File: config.mk
export PLATFORM = sky130hd
export DESIGN_NAME = ucode_sequencer_flat
export DESIGN_NICKNAME = d
export VERILOG_FILES = /design/src/rtl/ucode_sequencer_pkg.sv /design/src/rtl/ucode_sequencer_if.sv /design/src/rtl/ucode_sequencer_decode.sv /design/src/rtl/ucode_sequencer.sv /design/src/flat_wrapper.sv
export SDC_FILE = /design/constraint.sdc
export NUM_CORES = 1
export LEC_CHECK = 0
export ABC_AREA = 1
export CAP_MARGIN = 20
export CORE_MARGIN = 8
export CORE_UTILIZATION = 57
export CTS_CLUSTER_DIAMETER = 100
export DETAILED_ROUTE_END_ITERATION = 10
export MAX_ROUTING_LAYER = met4
export PLACE_DENSITY = 0.86
export SYNTH_ARGS = -nofsm -noshare
export SYNTH_HDL_FRONTEND = slang
export SYNTH_SLANG_ARGS = --single-unit
File: constraint.sdc
create_clock -name clk -period 3.7 [get_ports clk]
set_clock_uncertainty 0.05 [all_clocks]
set_input_delay 0.37 -clock clk [delete_from_list [all_inputs] [get_ports clk]]
set_output_delay 0.37 -clock clk [all_outputs]
set_load 0.05 [all_outputs]
File: src/rtl/ucode_sequencer_pkg.sv
// Shared types and opcode constants for the microcode sequencer and its decoder.
package ucode_pkg;

    // Single-byte opcodes with a fixed meaning
    localparam logic [7:0] OP_NOP  = 8'h00;
    localparam logic [7:0] OP_RET  = 8'h0B;

    // Port moves: 40+p writes port p, 48+p reads port p into W
    localparam logic [7:0] OP_MOV_WP_BASE = 8'h40;
    localparam logic [7:0] OP_MOV_PW_BASE = 8'h48;

    // Register moves: 50+r writes register r, 58+r reads register r into W
    localparam logic [7:0] OP_MOV_WR_BASE = 8'h50;
    localparam logic [7:0] OP_MOV_RW_BASE = 8'h58;

    // Control-transfer opcodes (all two-byte, target in the operand)
    localparam logic [7:0] OP_JMP_LO  = 8'hA2;
    localparam logic [7:0] OP_JMP_HI  = 8'hA3;
    localparam logic [7:0] OP_JC_LO   = 8'hA4;
    localparam logic [7:0] OP_JC_HI   = 8'hA5;
    localparam logic [7:0] OP_JZ_LO   = 8'hA6;
    localparam logic [7:0] OP_JZ_HI   = 8'hA7;
    localparam logic [7:0] OP_CALL_LO = 8'hA8;
    localparam logic [7:0] OP_CALL_HI = 8'hA9;

    // The 12 operation-class, destination and illegal flags of a decoded opcode
    typedef struct packed {
        logic alu_op;
        logic alu_mb;
        logic mov_op;
        logic jmp_op;
        logic call_op;
        logic ret_op;
        logic dst_w;
        logic dst_f;
        logic dst_mem;
        logic dst_reg;
        logic dst_port;
        logic illegal;
    } ucode_ctrl_t;

    // Sequencer states
    typedef enum logic [1:0] {
        FETCH_OP  = 2'd0,
        FETCH_ARG = 2'd1,
        ISSUE     = 2'd2
    } ucode_state_t;

endpackage

File: src/rtl/ucode_sequencer_if.sv
// Fetch byte stream and execute-stage bundle handshake of the sequencer.
// master is the sequencer's view; slave is the surrounding fetch/execute logic.
interface ucode_sequencer_if;
    logic       in_valid;
    logic       in_ready;
    logic [7:0] in_data;
    logic       out_valid;
    logic       out_ready;
    logic [7:0] out_opcode;
    logic [7:0] out_operand;
    logic [2:0] out_index;

    modport master (
        input  in_valid, in_data, out_ready,
        output in_ready, out_valid, out_opcode, out_operand, out_index
    );

    modport slave (
        output in_valid, in_data, out_ready,
        input  in_ready, out_valid, out_opcode, out_operand, out_index
    );
endinterface

File: src/rtl/ucode_sequencer_decode.sv
// Purely combinational opcode decoder; the sequencer registers its outputs.
module ucode_decode
    import ucode_pkg::*;
#(
    parameter int NUM_PORTS = 2,
    parameter int NUM_REGS  = 8
) (
    input  logic [7:0]  i_opcode,
    input  logic [7:0]  i_w,
    input  logic        i_carry,
    input  logic        i_zero,
    output ucode_ctrl_t o_ctrl,
    output logic        o_jmpTaken
);

    logic w_portOk;
    logic w_regOk;

    assign w_portOk = (32'(i_opcode[2:0]) < NUM_PORTS);
    assign w_regOk  = (32'(i_opcode[2:0]) < NUM_REGS);

    // Map each opcode to its flag set; anything unlisted is flagged illegal
    always_comb begin
        o_ctrl     = '0;
        o_jmpTaken = 1'b0;
        case (i_opcode) inside
            OP_NOP: o_ctrl = '0;
            [8'h01:8'h03], [8'h06:8'h0A], [8'h60:8'h6F],
            [8'h88:8'h8F], [8'h94:8'h9F]: begin
                o_ctrl.alu_op = 1'b1;
                o_ctrl.dst_w  = 1'b1;
            end
            [8'h04:8'h05]: begin
                o_ctrl.alu_op = 1'b1;
                o_ctrl.dst_f  = 1'b1;
            end
            OP_RET: o_ctrl.ret_op = 1'b1;
            [OP_MOV_WP_BASE:OP_MOV_WP_BASE + 8'd7]: begin
                o_ctrl.mov_op   = w_portOk;
                o_ctrl.dst_port = w_portOk;
                o_ctrl.illegal  = !w_portOk;
            end
            [OP_MOV_PW_BASE:OP_MOV_PW_BASE + 8'd7]: begin
                o_ctrl.mov_op  = w_portOk;
                o_ctrl.dst_w   = w_portOk;
                o_ctrl.illegal = !w_portOk;
            end
            [OP_MOV_WR_BASE:OP_MOV_WR_BASE + 8'd7]: begin
                o_ctrl.mov_op  = w_regOk;
                o_ctrl.dst_reg = w_regOk;
                o_ctrl.illegal = !w_regOk;
            end
            [OP_MOV_RW_BASE:OP_MOV_RW_BASE + 8'd7]: begin
                o_ctrl.mov_op  = w_regOk;
                o_ctrl.dst_w   = w_regOk;
                o_ctrl.illegal = !w_regOk;
            end
            8'h80, 8'h81, 8'h84, 8'h85: begin
                o_ctrl.mov_op = 1'b1;
                o_ctrl.dst_w  = 1'b1;
            end
            8'h82, 8'h83, 8'h86, 8'h87: begin
                o_ctrl.mov_op  = 1'b1;
                o_ctrl.dst_mem = 1'b1;
            end
            [8'h90:8'h93]: begin
                o_ctrl.alu_op  = 1'b1;
                o_ctrl.alu_mb  = 1'b1;
                o_ctrl.dst_w   = 1'b1;
                o_ctrl.dst_mem = 1'b1;
            end
            8'hA0, 8'hA1: begin
                o_ctrl.mov_op  = 1'b1;
                o_ctrl.dst_w   = 1'b1;
                o_ctrl.dst_mem = 1'b1;
            end
            OP_JMP_LO, OP_JMP_HI: begin
                o_ctrl.jmp_op = 1'b1;
                o_jmpTaken    = 1'b1;
            end
            OP_JC_LO, OP_JC_HI: begin
                o_ctrl.jmp_op = 1'b1;
                o_jmpTaken    = i_carry;
            end
            OP_JZ_LO, OP_JZ_HI: begin
                o_ctrl.jmp_op = 1'b1;
                o_jmpTaken    = i_zero;
            end
            OP_CALL_LO, OP_CALL_HI: begin
                o_ctrl.jmp_op  = 1'b1;
                o_ctrl.call_op = 1'b1;
                o_jmpTaken     = 1'b1;
            end
            [8'hE0:8'hEF]: begin
                o_ctrl.jmp_op = 1'b1;
                o_jmpTaken    = !i_w[i_opcode[3:1]];
            end
            [8'hF0:8'hFF]: begin
                o_ctrl.jmp_op = 1'b1;
                o_jmpTaken    = i_w[i_opcode[3:1]];
            end
            default: o_ctrl.illegal = 1'b1;
        endcase
    end

endmodule

File: src/rtl/ucode_sequencer.sv
// Multi-cycle microcode sequencer: collects opcode/operand bytes, issues a
// registered control bundle under valid/ready, and keeps a CALL/RET stack.
module ucode_sequencer
    import ucode_pkg::*;
#(
    parameter int ADDR_W      = 8,
    parameter int NUM_PORTS   = 2,
    parameter int NUM_REGS    = 8,
    parameter int STACK_DEPTH = 4
) (
    input  logic              clk,
    input  logic              rst,
    ucode_sequencer_if.master bus,
    input  logic [ADDR_W-1:0] pc_in,
    input  logic [7:0]        w,
    input  logic              carry,
    input  logic              zero,
    output logic              alu_op,
    output logic              alu_mb,
    output logic              mov_op,
    output logic              jmp_op,
    output logic              jmp_taken,
    output logic              call_op,
    output logic              ret_op,
    output logic              dst_w,
    output logic              dst_f,
    output logic              dst_mem,
    output logic              dst_reg,
    output logic              dst_port,
    output logic              illegal,
    output logic [ADDR_W-1:0] ret_addr,
    output logic              stack_ovf,
    output logic              stack_unf
);

    localparam int PTR_W = $clog2(STACK_DEPTH);
    localparam int CNT_W = PTR_W + 1;

    ucode_state_t      r_state;
    logic              r_inReady;
    logic              r_outValid;
    logic [7:0]        r_opcode;
    logic [7:0]        r_operand;
    ucode_ctrl_t       r_ctrl;
    logic              r_jmpTaken;
    logic [ADDR_W-1:0] r_retAddr;
    logic [ADDR_W-1:0] r_pushAddr;
    logic [ADDR_W-1:0] r_stack [STACK_DEPTH];
    logic [CNT_W-1:0]  r_count;
    logic              r_ovf;
    logic              r_unf;

    logic [7:0]        w_decOpcode;
    ucode_ctrl_t       w_decCtrl;
    logic              w_decTaken;
    logic              w_lastByte;
    logic              w_handshake;
    logic [CNT_W-1:0]  w_topCount;
    logic [ADDR_W-1:0] w_topAddr;

    // While fetching the opcode the decoder sees the live byte, otherwise the latched one
    assign w_decOpcode = (r_state == FETCH_OP) ? bus.in_data : r_opcode;
    assign w_lastByte  = bus.in_valid &&
                         (((r_state == FETCH_OP) && !bus.in_data[7]) || (r_state == FETCH_ARG));
    assign w_handshake = r_outValid && bus.out_ready;
    assign w_topCount  = r_count - CNT_W'(1);
    assign w_topAddr   = (r_count == '0) ? '0 : r_stack[w_topCount[PTR_W-1:0]];

    ucode_decode #(
        .NUM_PORTS (NUM_PORTS),
        .NUM_REGS  (NUM_REGS)
    ) u_decode (
        .i_opcode   (w_decOpcode),
        .i_w        (w),
        .i_carry    (carry),
        .i_zero     (zero),
        .o_ctrl     (w_decCtrl),
        .o_jmpTaken (w_decTaken)
    );

    // Byte-collection FSM; the bundle, flag samples and return address latch on the last byte
    always_ff @(posedge clk) begin
        if (rst) begin
            r_state    <= FETCH_OP;
            r_inReady  <= 1'b1;
            r_outValid <= 1'b0;
            r_opcode   <= '0;
            r_operand  <= '0;
            r_ctrl     <= '0;
            r_jmpTaken <= 1'b0;
            r_retAddr  <= '0;
            r_pushAddr <= '0;
        end else begin
            if (w_lastByte) begin
                r_ctrl     <= w_decCtrl;
                r_jmpTaken <= w_decTaken;
                r_retAddr  <= w_decCtrl.ret_op ? w_topAddr : '0;
                r_pushAddr <= pc_in;
            end
            case (r_state)
                FETCH_OP: begin
                    if (bus.in_valid) begin
                        r_opcode <= bus.in_data;
                        if (bus.in_data[7]) begin
                            r_state <= FETCH_ARG;
                        end else begin
                            r_operand  <= '0;
                            r_state    <= ISSUE;
                            r_inReady  <= 1'b0;
                            r_outValid <= 1'b1;
                        end
                    end
                end
                FETCH_ARG: begin
                    if (bus.in_valid) begin
                        r_operand  <= bus.in_data;
                        r_state    <= ISSUE;
                        r_inReady  <= 1'b0;
                        r_outValid <= 1'b1;
                    end
                end
                ISSUE: begin
                    if (bus.out_ready) begin
                        r_state    <= FETCH_OP;
                        r_inReady  <= 1'b1;
                        r_outValid <= 1'b0;
                    end
                end
                default: begin
                    r_state    <= FETCH_OP;
                    r_inReady  <= 1'b1;
                    r_outValid <= 1'b0;
                end
            endcase
        end
    end

    // Return stack commits push/pop only when the execute stage takes the bundle
    always_ff @(posedge clk) begin
        if (rst) begin
            r_count <= '0;
            r_ovf   <= 1'b0;
            r_unf   <= 1'b0;
            for (int i = 0; i < STACK_DEPTH; i++) begin
                r_stack[i] <= '0;
            end
        end else if (w_handshake) begin
            if (r_ctrl.call_op) begin
                if (r_count == CNT_W'(STACK_DEPTH)) begin
                    r_ovf <= 1'b1;
                end else begin
                    r_stack[r_count[PTR_W-1:0]] <= r_pushAddr;
                    r_count <= r_count + CNT_W'(1);
                end
            end else if (r_ctrl.ret_op) begin
                if (r_count == '0) begin
                    r_unf <= 1'b1;
                end else begin
                    r_count <= w_topCount;
                end
            end
        end
    end

    assign bus.in_ready    = r_inReady;
    assign bus.out_valid   = r_outValid;
    assign bus.out_opcode  = r_opcode;
    assign bus.out_operand = r_operand;
    assign bus.out_index   = r_opcode[2:0];

    assign alu_op    = r_ctrl.alu_op;
    assign alu_mb    = r_ctrl.alu_mb;
    assign mov_op    = r_ctrl.mov_op;
    assign jmp_op    = r_ctrl.jmp_op;
    assign jmp_taken = r_jmpTaken;
    assign call_op   = r_ctrl.call_op;
    assign ret_op    = r_ctrl.ret_op;
    assign dst_w     = r_ctrl.dst_w;
    assign dst_f     = r_ctrl.dst_f;
    assign dst_mem   = r_ctrl.dst_mem;
    assign dst_reg   = r_ctrl.dst_reg;
    assign dst_port  = r_ctrl.dst_port;
    assign illegal   = r_ctrl.illegal;
    assign ret_addr  = r_retAddr;
    assign stack_ovf = r_ovf;
    assign stack_unf = r_unf;

endmodule

File: src/flat_wrapper.sv
// flat-port wrapper written by rule: the top's interface ports become plain ports
module ucode_sequencer_flat import ucode_pkg::*;
#(
    parameter int ADDR_W      = 8,
    parameter int NUM_PORTS   = 2,
    parameter int NUM_REGS    = 8,
    parameter int STACK_DEPTH = 4
)
  (clk, rst, pc_in, w, carry, zero, alu_op, alu_mb, mov_op, jmp_op, jmp_taken, call_op, ret_op, dst_w, dst_f, dst_mem, dst_reg, dst_port, illegal, ret_addr, stack_ovf, stack_unf, bus_in_valid, bus_in_data, bus_out_ready, bus_in_ready, bus_out_valid, bus_out_opcode, bus_out_operand, bus_out_index);
  ucode_sequencer_if bus_i ();
  input  logic clk;
  input  logic rst;
  input  logic [ADDR_W-1:0] pc_in;
  input  logic [7:0] w;
  input  logic carry;
  input  logic zero;
  output logic alu_op;
  output logic alu_mb;
  output logic mov_op;
  output logic jmp_op;
  output logic jmp_taken;
  output logic call_op;
  output logic ret_op;
  output logic dst_w;
  output logic dst_f;
  output logic dst_mem;
  output logic dst_reg;
  output logic dst_port;
  output logic illegal;
  output logic [ADDR_W-1:0] ret_addr;
  output logic stack_ovf;
  output logic stack_unf;
  input wire logic [$bits(bus_i.in_valid)-1:0] bus_in_valid;
  input wire logic [$bits(bus_i.in_data)-1:0] bus_in_data;
  input wire logic [$bits(bus_i.out_ready)-1:0] bus_out_ready;
  output wire logic [$bits(bus_i.in_ready)-1:0] bus_in_ready;
  output wire logic [$bits(bus_i.out_valid)-1:0] bus_out_valid;
  output wire logic [$bits(bus_i.out_opcode)-1:0] bus_out_opcode;
  output wire logic [$bits(bus_i.out_operand)-1:0] bus_out_operand;
  output wire logic [$bits(bus_i.out_index)-1:0] bus_out_index;
  assign bus_i.in_valid = bus_in_valid;
  assign bus_i.in_data = bus_in_data;
  assign bus_i.out_ready = bus_out_ready;
  assign bus_in_ready = bus_i.in_ready;
  assign bus_out_valid = bus_i.out_valid;
  assign bus_out_opcode = bus_i.out_opcode;
  assign bus_out_operand = bus_i.out_operand;
  assign bus_out_index = bus_i.out_index;
  ucode_sequencer #(.ADDR_W(ADDR_W), .NUM_PORTS(NUM_PORTS), .NUM_REGS(NUM_REGS), .STACK_DEPTH(STACK_DEPTH)) u_core (.clk(clk), .rst(rst), .bus(bus_i), .pc_in(pc_in), .w(w), .carry(carry), .zero(zero), .alu_op(alu_op), .alu_mb(alu_mb), .mov_op(mov_op), .jmp_op(jmp_op), .jmp_taken(jmp_taken), .call_op(call_op), .ret_op(ret_op), .dst_w(dst_w), .dst_f(dst_f), .dst_mem(dst_mem), .dst_reg(dst_reg), .dst_port(dst_port), .illegal(illegal), .ret_addr(ret_addr), .stack_ovf(stack_ovf), .stack_unf(stack_unf));
endmodule
==> flow_metrics.tcl <==
set metrics [dict create \
    syn_area_um2 4120 \
    peakVddDrop_v 0.000316 \
    clk_latency_ns 0.36 \
    ant_nets 0 \
    nets 651 \
    track_usage_pct 22.8 \
    status "finished clean" \
    synth-main-ff-cell "dfxtp_1" \
    grt_pass1_vias 3771 \
    synth_cell_type_count 30 \
    cp.required_ns 3.68 \
    vias 3975 \
    core_region_area_um2 7140 \
    dp_hpwl_mm 8.26 \
    fp.dieH_um 101 \
    crit_path_max_fanout 22 \
    grt_start_max_net_pins 28 \
    synth.ff_latch_count 86 \
    hold_buffers 0 \
    antenna_found_initial 0 \
    synth_edf_count 32 \
    yosys_warnings 0 \
    syn_nets 582 \
    ioPinCount 74 \
    die_w_um 101 \
    synth.avg_cell_area_um2 7.50 \
    io_buffers 73 \
    setup_violations 0 \
    std_cell_rows 31 \
    worstMarginPinSlew_ns 0.784 \
    cts_root_buffer "clkbuf_8" \
    min_path_type "reg2reg" \
    power.leakage_nw 2.03 \
    finalCritPeriodShare_pct 71.2 \
    postLayoutCellArea_um2 5120 \
    cts-resized-gates 0 \
    overflow 0 \
    startpoint_type "register" \
    clock_sinks 86 \
    avgRoutedWirePerCell_um 15.6 \
    critPathCaptureType "register" \
    dr.pass1.iters 5 \
    tritoncts "built" \
    ys_seq_area_share_pct 49.6 \
    largest_register "u_core.r_stack" \
    avgViaCountPerCell 5.51 \
    cap_violations 0 \
    diodes 0 \
    start_util_pct 57.7 \
    drtIter0Drc 363 \
    rsz0062_at_grt "no" \
    worstPathArrival_ns 2.62 \
    min_period_ns 2.63 \
    cts_setup_buffers 0 \
    die-area_um2 10200 \
    drive_gt1_share_pct 7.06 \
    slew_headroom_pct 47.7 \
    largest_reg_flops 32 \
    clk_pin_slew_ns 0.10 \
    postSynthCellCount 549 \
    hold_viol 0 \
    place_congestion 0.989 \
    place_area_um2 4910 \
    ys_async_sr_fraction_pct 0 \
    syn_to_final_growth_pct 24.3 \
    path_class "reg2reg" \
    drcViolationCount 0 \
    grt_pass1_wl_mm 18.0 \
    pwr_density_cell_nw_per_um2 454 \
    total_power_mw 2.32 \
    slew_violations 0 \
    tns_ns 0 \
    fmax_mhz 380 \
    cts_buffers 9 \
    fin_util_pct 71.7 \
    drt-total-wl_mm 11.3 \
    clockBufferDepth 2 \
    h-tree-depth 3 \
]
metrics by stage:
stage,worst slack (ns),instances,hold WS [ns]
finish,1.07,722,0.419
global route,0.747,722,0.440
CTS,1.08,722,0.419
detailed placement,1.12,706,0.405
global placement,1.24,706,0.405
floorplan,1.29,549,0.440
worst max-delay path, stage by stage (launching register included):
cell      delay, ns
dfxtp_1        0.32
buf_4          0.23
clkinv_1       0.13
ha_1           0.23
nand2_1        0.09
nand4_1        0.12
nor2_1         0.16
clkinv_1       0.26
nor2_1         0.20
nand2_1        0.20
nand2_1        0.32
cell type report:
cell class	instances	area, um2
Sequential cell	86	2040
Fill cell	583	2020
Multi-Input combinational cell	392	1780
Timing Repair Buffer	79	776
Inverter	50	188
Clock buffer	10	149
Tap cell	99	124
Clock inverter	6	57.6
cells in the final DEF (no fill, tap or decap), types with 9 or more instances in the layout:
master,instances
nand2_1,121
inv_1,43
dfxtp_1,54
nor2_1,106
a21oi_1,60
nand3_1,17
edfxtp_1,32
clkbuf_8,9
o21ai_0,43
clkdlybuf4s50_1,73
metal layers:
layer | part of all wire (%) | wire [um] | track usage [%]
met1 | 44 | 4950 | 27.7
met2 | 47 | 5340 | 36.9
met3 | 6.8 | 768 | 5.39
met4 | 1.8 | 201 | 6.99
met5 | 0 | 0 | -
where the power goes:
part	internal (mW)	leakage, nW	switching, mW
clock	0.303	0.107	0.385
combinational	0.174	1.15	0.398
sequential	1.03	0.771	0.0310
total	1.51	2.03	0.814
path summary, 6_finish.rpt:
path | from | end | slack, ns | cells past startpoint
worst max-delay path | u_core.r_count[0] | u_core.r_stack[0][1] | 1.07 | 10
worst min-delay path | u_core.dst_reg | u_core.dst_reg | 0.42 | 2
worst max register to register | u_core.r_count[0] | u_core.r_stack[0][1] | 1.07 | 10
worst min register to register | u_core.dst_reg | u_core.dst_reg | 0.42 | 2
Yosys cell counts, types with 4 or more instances:
master	instances	share of area (%)
nand2_1	121	11
nor2_1	106	9.7
a21oi_1	60	7.3
dfxtp_1	54	26
inv_1	43	3.9
o21ai_0	43	5.2
edfxtp_1	32	23
nand3_1	17	2.1
clkbuf_1	12	1.1
nand2_2	7	1.1
buf_2	5	0.61
inv_2	5	0.46
o21ai_2	5	1.1
nor3_1	4	0.49
nor4_1	4	0.61
cells by family (layout without fill, tap and decap cells):
family | after synthesis | in the layout | share of synthesized area (%)
AOI/OAI and AO/OA | 120 | 120 | 15.5
xor gates and xnor gates | 1 | 1 | 0.213
buffers and inverters | 71 | 145 | 7.08
and+or+nand+nor | 268 | 268 | 26.7
adders and majority gates | 3 | 3 | 0.912
DFF | 86 | 86 | 49.6
Note: power is estimated with default switching activity, not from simulation.
